<file path="src/rtl/pipe_pkg.sv">
// pipe_pkg: shared widths and forwarding-select encodings for the pipeline
package pipe_pkg;
  localparam int DATA_W = 32;
  localparam int RA_W = 5;
  localparam int CTRL_W = 8;
  typedef enum logic [1:0] {
    FWD_RF    = 2'b00,
    FWD_EXMEM = 2'b01,
    FWD_MEMWB = 2'b10
  } fwd_sel_e;
endpackage

</file>
<file path="src/rtl/id_ex_fwd_stage_fwd_sel_calc.sv">
// fwd_sel_calc: picks the youngest in-flight producer of one source register
module fwd_sel_calc #(
  parameter int RA_W = pipe_pkg::RA_W
) (
  input  logic [RA_W-1:0] src,
  input  logic            ex_valid,
  input  logic            ex_regwrite,
  input  logic [RA_W-1:0] ex_rd,
  input  logic            mem_regwrite,
  input  logic [RA_W-1:0] mem_rd,
  output logic [1:0]      sel
);
  import pipe_pkg::*;
  // r0 never forwards; the ID/EX producer (next in EX/MEM) outranks EX/MEM (next in MEM/WB)
  always_comb
    sel = (src == '0) ? FWD_RF :
          (ex_valid && ex_regwrite && ex_rd == src) ? FWD_EXMEM :
          (mem_regwrite && mem_rd == src) ? FWD_MEMWB : FWD_RF;
endmodule

</file>
<file path="src/rtl/id_ex_fwd_stage.sv">
// id_ex_fwd_stage: ID/EX register with registered forwarding selects and load-use bubbles
module id_ex_fwd_stage #(
  parameter int DATA_W = pipe_pkg::DATA_W,
  parameter int RA_W   = pipe_pkg::RA_W
) (
  input  logic              clk,
  input  logic              rst_n,
  input  logic              id_valid,
  input  logic [RA_W-1:0]   id_rs,
  input  logic [RA_W-1:0]   id_rt,
  input  logic [RA_W-1:0]   id_rd,
  input  logic              id_regwrite,
  input  logic              id_memread,
  input  logic [DATA_W-1:0] id_opa,
  input  logic [DATA_W-1:0] id_opb,
  input  logic [7:0]        id_ctrl,
  input  logic              flush,
  input  logic [RA_W-1:0]   mem_rd,
  input  logic              mem_regwrite,
  output logic              stall,
  output logic              ex_valid,
  output logic [RA_W-1:0]   ex_rd,
  output logic              ex_regwrite,
  output logic              ex_memread,
  output logic [DATA_W-1:0] ex_opa,
  output logic [DATA_W-1:0] ex_opb,
  output logic [7:0]        ex_ctrl,
  output logic [1:0]        fwd_a_sel,
  output logic [1:0]        fwd_b_sel
);
  logic              valid_q, valid_d;
  logic [RA_W-1:0]   rd_q, rd_d;
  logic              regwrite_q, regwrite_d;
  logic              memread_q, memread_d;
  logic [DATA_W-1:0] opa_q, opa_d, opb_q, opb_d;
  logic [7:0]        ctrl_q, ctrl_d;
  logic [1:0]        fa_q, fa_d, fb_q, fb_d;
  logic [1:0]        sel_a, sel_b;
  logic              bubble;

  fwd_sel_calc #(.RA_W(RA_W)) u_fwd_a (
    .src(id_rs), .ex_valid(valid_q), .ex_regwrite(regwrite_q), .ex_rd(rd_q),
    .mem_regwrite(mem_regwrite), .mem_rd(mem_rd), .sel(sel_a)
  );

  fwd_sel_calc #(.RA_W(RA_W)) u_fwd_b (
    .src(id_rt), .ex_valid(valid_q), .ex_regwrite(regwrite_q), .ex_rd(rd_q),
    .mem_regwrite(mem_regwrite), .mem_rd(mem_rd), .sel(sel_b)
  );

  // load in EX whose result a valid ID instruction needs: hold upstream, insert a bubble
  always_comb begin
    stall      = valid_q && memread_q && rd_q != '0 && id_valid && (rd_q == id_rs || rd_q == id_rt);
    bubble     = stall || flush || !id_valid;
    valid_d    = !bubble;
    rd_d       = bubble ? '0 : id_rd;
    regwrite_d = !bubble && id_regwrite;
    memread_d  = !bubble && id_memread;
    opa_d      = bubble ? '0 : id_opa;
    opb_d      = bubble ? '0 : id_opb;
    ctrl_d     = bubble ? '0 : id_ctrl;
    fa_d       = bubble ? 2'b00 : sel_a;
    fb_d       = bubble ? 2'b00 : sel_b;
  end

  // pipeline register, cleared asynchronously
  always_ff @(posedge clk or negedge rst_n)
    if (!rst_n) begin
      valid_q    <= 1'b0;
      rd_q       <= '0;
      regwrite_q <= 1'b0;
      memread_q  <= 1'b0;
      opa_q      <= '0;
      opb_q      <= '0;
      ctrl_q     <= '0;
      fa_q       <= 2'b00;
      fb_q       <= 2'b00;
    end else begin
      valid_q    <= valid_d;
      rd_q       <= rd_d;
      regwrite_q <= regwrite_d;
      memread_q  <= memread_d;
      opa_q      <= opa_d;
      opb_q      <= opb_d;
      ctrl_q     <= ctrl_d;
      fa_q       <= fa_d;
      fb_q       <= fb_d;
    end

  assign ex_valid    = valid_q;
  assign ex_rd       = rd_q;
  assign ex_regwrite = regwrite_q;
  assign ex_memread  = memread_q;
  assign ex_opa      = opa_q;
  assign ex_opb      = opb_q;
  assign ex_ctrl     = ctrl_q;
  assign fwd_a_sel   = fa_q;
  assign fwd_b_sel   = fb_q;
endmodule

</file>
<file path="config.mk">
export PLATFORM = sky130hd
export DESIGN_NAME = id_ex_fwd_stage
export DESIGN_NICKNAME = d
export VERILOG_FILES = /design/src/rtl/pipe_pkg.sv /design/src/rtl/id_ex_fwd_stage_fwd_sel_calc.sv /design/src/rtl/id_ex_fwd_stage.sv
export SDC_FILE = /design/constraint.sdc
export NUM_CORES = 1
export LEC_CHECK = 0
export ABC_AREA = 0
export ABC_CLOCK_PERIOD_IN_PS = 1680
export CAP_MARGIN = 40
export CORE_MARGIN = 2
export CORE_UTILIZATION = 39
export CTS_CLUSTER_DIAMETER = 100
export DETAILED_ROUTE_END_ITERATION = 8
export PLACE_DENSITY = 0.77
export SLEW_MARGIN = 40
export SYNTH_ARGS = -nofsm -noshare
export SYNTH_HDL_FRONTEND = slang
export SYNTH_HIERARCHICAL = 1
export SYNTH_SLANG_ARGS = --single-unit
</file>
<file path="constraint.sdc">
create_clock -name clk -period 1.68 [get_ports clk]
set_clock_uncertainty 0.1 [all_clocks]
set_input_delay 0.336 -clock clk [delete_from_list [all_inputs] [get_ports clk]]
set_output_delay 0.336 -clock clk [all_outputs]
set_load 0.005 [all_outputs]
</file>
==> impl_metrics.ini, run 1 <==
[status]
outcome = finished, violations left
violations = setup timing

[logic_synthesis]
synth_area_leaders = dfrtp_1, a21oi_1, nand2_1
yosysMostFrequentCell = nand2_1
synth_enable_flop_cells = 0
synth-warning-count = 6
yosys.cell_types.count = 21
synthCells = 335
synth_top_area_share = 0.6192
synth_top_area_cell = dfrtp_1
synth_area_per_cell_sq_um = 10.13
seq_area_frac_synth = 0.6192
ys_top_cells_by_count = nand2_1, a21oi_1, dfrtp_1
dominantRegCellSynth = dfrtp_1
async_reset_ff_frac = 1.000
mappedNetlistArea_sq_um = 3395
synthesis.nets = 434
ys_seq_elements = 84

[setup_path]
slowest_stage = dfrtp_2
r2r-end = ex_opb[25]
timing.rr.start = ex_rd[2]
crit_family = flip-flops
reg2regPathDepth = 7
crit_required_ns = 1.24
end_kind = primary output
worst-path-buf-inv = 1
r2r_slack_ns = -0.09
cp_max_fo = 4
path_cells = xnor2_1 > nand3_1 > o22ai_4 > and2_4 > buf_6
cp-start-kind = register
path_class = reg -> out
critPathArrivalTime_ns = 1.54
max_stage_delay_ns = 0.45

[finish]
drive_above_1_share = 0.1280
fin_area_sq_um = 6022
diodes = 0
synthToLayoutAreaGrowth_pct = 77.41
nets = 641

[drt]
vias = 3249
avgViaCountPerCell = 4.960
dr.pass1.iters = 4
drcViolationCount = 0
antenna_left = 0
wl_mm = 11.13
wl_per_cell_microns = 16.99
drt_iter0_drc = 76

[floorplan]
start_util = 0.3950
die_x_microns = 97.30
io_pins = 184
rows = 34
core_sq_um = 8593
die_h_microns = 97.30
die_area_sq_um = 9466

[min_path]
hold_path_end = ex_rd[2]
min_path_cells = 3
hold_path.startpoint = id_rd[2]
hold_path_class = in -> reg

[clock_tree]
cts_tree = done
cts_buffer_depth = 2
numCtsBuffers = 9
root_buffer = clkbuf_8
clk_latency_ns = 0.34
clk_pin_slew_ns = 0.08
h-tree-depth = 3
cts_sinks = 84

[grt]
met1_usage = 0.2494
gr-total-overflow = 0
grt_pass1_wl_mm = 15.74
grtUsageMet2 = 0.3499
met3_usage = 0.07338
grt_max_degree = 85
grt_use_total = 0.2083
grt_pass1_vias = 3210
busiest_layer = met2
antenna_found_initial = 0

[timing]
fin_hold_ws_ns = 0.4034
setup_viol = 68
rsz0062_at_grt = yes
slew_viol_final = 0
worst_pin_slew_ns = 0.4740
timing.final.ws_setup_ns = -0.2940
hold_violations = 0
period_needed_ns = 1.974
timing.fmax_mhz = 506.6
relSlewSlack = 0.6840
period_share = 1.175

[pwr]
pwr_density_cell_nw_per_um2 = 728.3
leakage_uw = 0.002707
ir_worst_vdd_mv = 0.4484

[place]
io_buffers = 183
pre_cts_ws_ns = -0.8115
dp_hpwl_mm = 6.697
place.gp.congestion = 0.8158
placed_area_sq_um = 5451

[run]
drv_cap = 0
## how the worst max path moves through the flow
stage,start,endpoint,slack (ns),cells past startpoint
after floorplan,ex_rd[4],stall,0.03,5
after global routing,ex_rd[2],stall,-0.38,5
final,ex_rd[2],stall,-0.29,5
after detailed placement,id_rs[0],ex_valid,-0.81,6
after global placement,id_rs[4],stall,-0.74,6
after CTS,ex_rd[2],stall,-0.29,5
## placed cells by master, fill, tap and decap left out
cell,Yosys,layout
clkdlybuf4s50_1,0,168
nand2_1,87,87
a21oi_1,84,82
dfrtp_1,84,81
xnor2_1,22,21
buf_4,6,20
clkbuf_8,0,9
dlygate4sd2_1,0,8
xor2_1,8,8
buf_6,0,6
clkbuf_16,0,5
buf_12,0,5
dlymetal6s2s_1,0,4
nand4_1,4,4
nand3_1,3,3
nor2_1,3,3
clkinvlp_4,0,3
buf_8,0,3
dfrtp_2,0,3
clkbuf_1,8,2
buf_16,0,2
or4_1,2,2
nor2_2,2,2
nor4_1,2,2
xnor2_2,0,1
o22ai_4,0,1
nor3_4,0,1
a21oi_4,0,1
and2_4,0,1
nor2b_4,0,1
a21oi_2,0,1
a21boi_0,1,1
inv_6,0,1
bufinv_16,0,1
dlygate4sd3_1,0,1
buf_2,10,1
nor4b_4,0,1
nor4b_2,0,1
## power breakdown
group          total, uW  leakage (uW)  switching (uW)  internal, uW
Combinational        839       0.00149             329           510
Sequential          2120       0.00113            26.9          2090
Clock               1430     0.0000862             733           694
## state kept, by name, summed over array words and instances (netlist names), 2 cells and up
signal / flops
ex_opb: 32
fwd_b_sel: 2
ex_opa: 32
fwd_a_sel: 2
ex_rd: 5
ex_ctrl: 8
## repair_timing
action                                 4_1_cts  5_1_grt
endpoints found under the hold margin       84        0
gates resized for setup                     32       18
pin swaps                                    7        5
setup buffers                                5        2
hold buffers                                 1        0
setup endpoints to repair                   93       89
gates cloned                                 1        9
## worst register-to-register path: cells and delay by family, from the launching register on
family | cells | cell delay (ns)
compound gates | 2 | 0.31
xor+xnor | 1 | 0.15
buf+inv | 3 | 0.49
flops | 1 | 0.45
simple gates | 1 | 0.14
## routing by layer
| layer | routed length, microns | vias to the layer above |
|---|---|---|
| met1 | 4563 | 1550 |
| met5 | 0 | - |
| met3 | 926 | 20 |
| li1 | - | 1520 |
| met2 | 5391 | 159 |
| met4 | 246 | 0 |
## layout make-up
type / count / area, sq um
timing repair buffer: 223 / 2360
multi-input combinational: 224 / 1229
fill: 650 / 2571
tap: 108 / 135.1
clock buffer: 11 / 131.4
clock inverter: 5 / 61.31
sequential: 84 / 2106
## kinds of logic after synthesis
family	synth area share
simple gates	0.1334
compound gates	0.1297
flops	0.6192
xor+xnor	0.07740
buf+inv	0.04018
## per-stage QoR
stage               power (uW)    util  cells  TNS [ns]
detailed placement        2893  0.6344    621    -61.95
floorplan                 2368       -    335         0
global placement          2876  0.6344    621    -57.77
CTS                       4347  0.6704    644   -0.8208
global route              4561  0.7008    655    -9.589
finish                    4386  0.7008    655    -2.915
(Power assumes the default switching activity.)
==> inputs of run 2 (changes only) <==
SETUP_SLACK_MARGIN = 0.1   (was default)
==> run 2 against run 1 <==
The flow still finishes with violations (setup timing). Sequential power about the same. Core utilization decreased by 0.74 points. Non-clock buffer count decreased by 3. Maximum frequency decreased by 1.5%. Highest routed layer unchanged.
==> impl_metrics.ini, run 2 (synthesis results as in run 1) <==
[status]
violations = setup timing
outcome = finished, violations left

[drt]
drt_iter0_drc = 49
drcViolationCount = 0
wl_per_cell_microns = 16.59
avgViaCountPerCell = 4.980
dr.pass1.iters = 4
antenna_left = 0
wl_mm = 10.80
vias = 3242

[grt]
grt_pass1_vias = 3428
grt_pass1_wl_mm = 17.02
grt_use_total = 0.2262
antenna_found_initial = 0
gr-total-overflow = 0
grt_max_degree = 85

[floorplan]
io_pins = 184
die_h_microns = 97.30
die_x_microns = 97.30
start_util = 0.3950
rows = 34
core_sq_um = 8593
die_area_sq_um = 9466

[setup_path]
reg2regPathDepth = 8
path_class = reg -> out
end_kind = primary output
r2r_slack_ns = -0.19
cp_max_fo = 3
slowest_stage = dfrtp_2
cp-start-kind = register
crit_required_ns = 1.24
timing.rr.start = ex_rd[1]
path_cells = xnor2_2 > nand2_2 > o22ai_4 > and2_1 > buf_2
max_stage_delay_ns = 0.47
critPathArrivalTime_ns = 1.57
r2r-end = fwd_b_sel[1]

[timing]
slew_viol_final = 0
worst_pin_slew_ns = 0.4748
setup_viol = 73
timing.final.ws_setup_ns = -0.3243
timing.fmax_mhz = 498.9
relSlewSlack = 0.6835
period_needed_ns = 2.004
period_share = 1.193
rsz0062_at_grt = yes
fin_hold_ws_ns = 0.3501
hold_violations = 0

[place]
place.gp.congestion = 0.8175
io_buffers = 183
pre_cts_ws_ns = -0.8033
dp_hpwl_mm = 6.955
placed_area_sq_um = 5480

[finish]
layout_commonest_cell = clkdlybuf4s50_1
utilization = 0.6934
layout_common_cells = clkdlybuf4s50_1, nand2_1, a21oi_1, dlygate4sd2_1, dfrtp_1
nets = 638
nFillCells = 688
drive_above_1_share = 0.1657
fin_area_sq_um = 5958
synthToLayoutAreaGrowth_pct = 75.53
diodes = 0

[run]
drv_cap = 0

[clock_tree]
h-tree-depth = 3
root_buffer = clkbuf_8
cts_tree = done
clk_latency_ns = 0.35
numCtsBuffers = 9
clk_pin_slew_ns = 0.09
cts_buffer_depth = 2
cts_sinks = 84

[pwr]
pwr_density_cell_nw_per_um2 = 733.2
ir_worst_vdd_mv = 0.5880
leakage_uw = 0.002962
power_uw = 4369

[min_path]
hold_path_class = in -> async
-- run 2: power by group --
part	internal [uW]	switching (uW)	total (uW)
Clock	725	732	1460
Combinational	462	329	791
Sequential	2090	27.5	2120
-- run 2: stage by stage --
stage,instances,setup TNS (ns)
floorplan,335,0
global placement,624,-56.13
detailed placement,624,-60.98
CTS,653,-4.956
global route,651,-12.68
finish,651,-4.948
-- run 2: what timing repair did --
action / 4_1_cts / 5_1_grt
gates resized for setup: 127 / 26
setup endpoints to repair: 169 / 89
cloned: 3 / 0
setup buffers: 10 / 1
pin swaps: 8 / 11
endpoints found under the hold margin: 23 / 0
hold buffers: 1 / 0
-- run 2: worst max path at each step --
stage	from	endpoint
4_1_cts	ex_rd[2]	stall
3_5_place_dp	id_rs[1]	ex_valid
5_1_grt	ex_rd[1]	stall
6_report	ex_rd[1]	stall
3_3_place_gp	id_rs[0]	ex_valid
2_1_floorplan	ex_rd[4]	stall
-- run 2: cell type report --
cell class              count  area [sq um]  share of cell area
flip-flops and latches     84          2108              0.3538
clock inverters             5         61.31             0.01029
clock buffers              10         137.6             0.02310
repair buffers            220          2177              0.3654
multi-input cells         224          1339              0.2247
well taps                 108         135.1             0.02268
-- run 2: metal layers --
metal  global-route usage  vias up  share of wire
met2               0.3878      149           0.50
met4              0.07265        0          0.019
met1               0.2683     1565           0.39
li1                     -     1508              -
met3              0.07770       20          0.084
met5                    0        -              0
-- run 2: critical path, delay by kind of cell (launching register included) --
kind,cells,cell delay (ns)
buffers and inverters,1,0.13
xor gates and xnor gates,1,0.19
DFF,1,0.47
and+or+nand+nor,2,0.24
AOI/OAI and AO/OA,1,0.18
==> inputs of run 3 (changes only) <==
CTS_CLUSTER_DIAMETER = 150   (was 100)
==> results of run 3 <==
The final DEF is identical to that of run 2; final timing and power are the same.
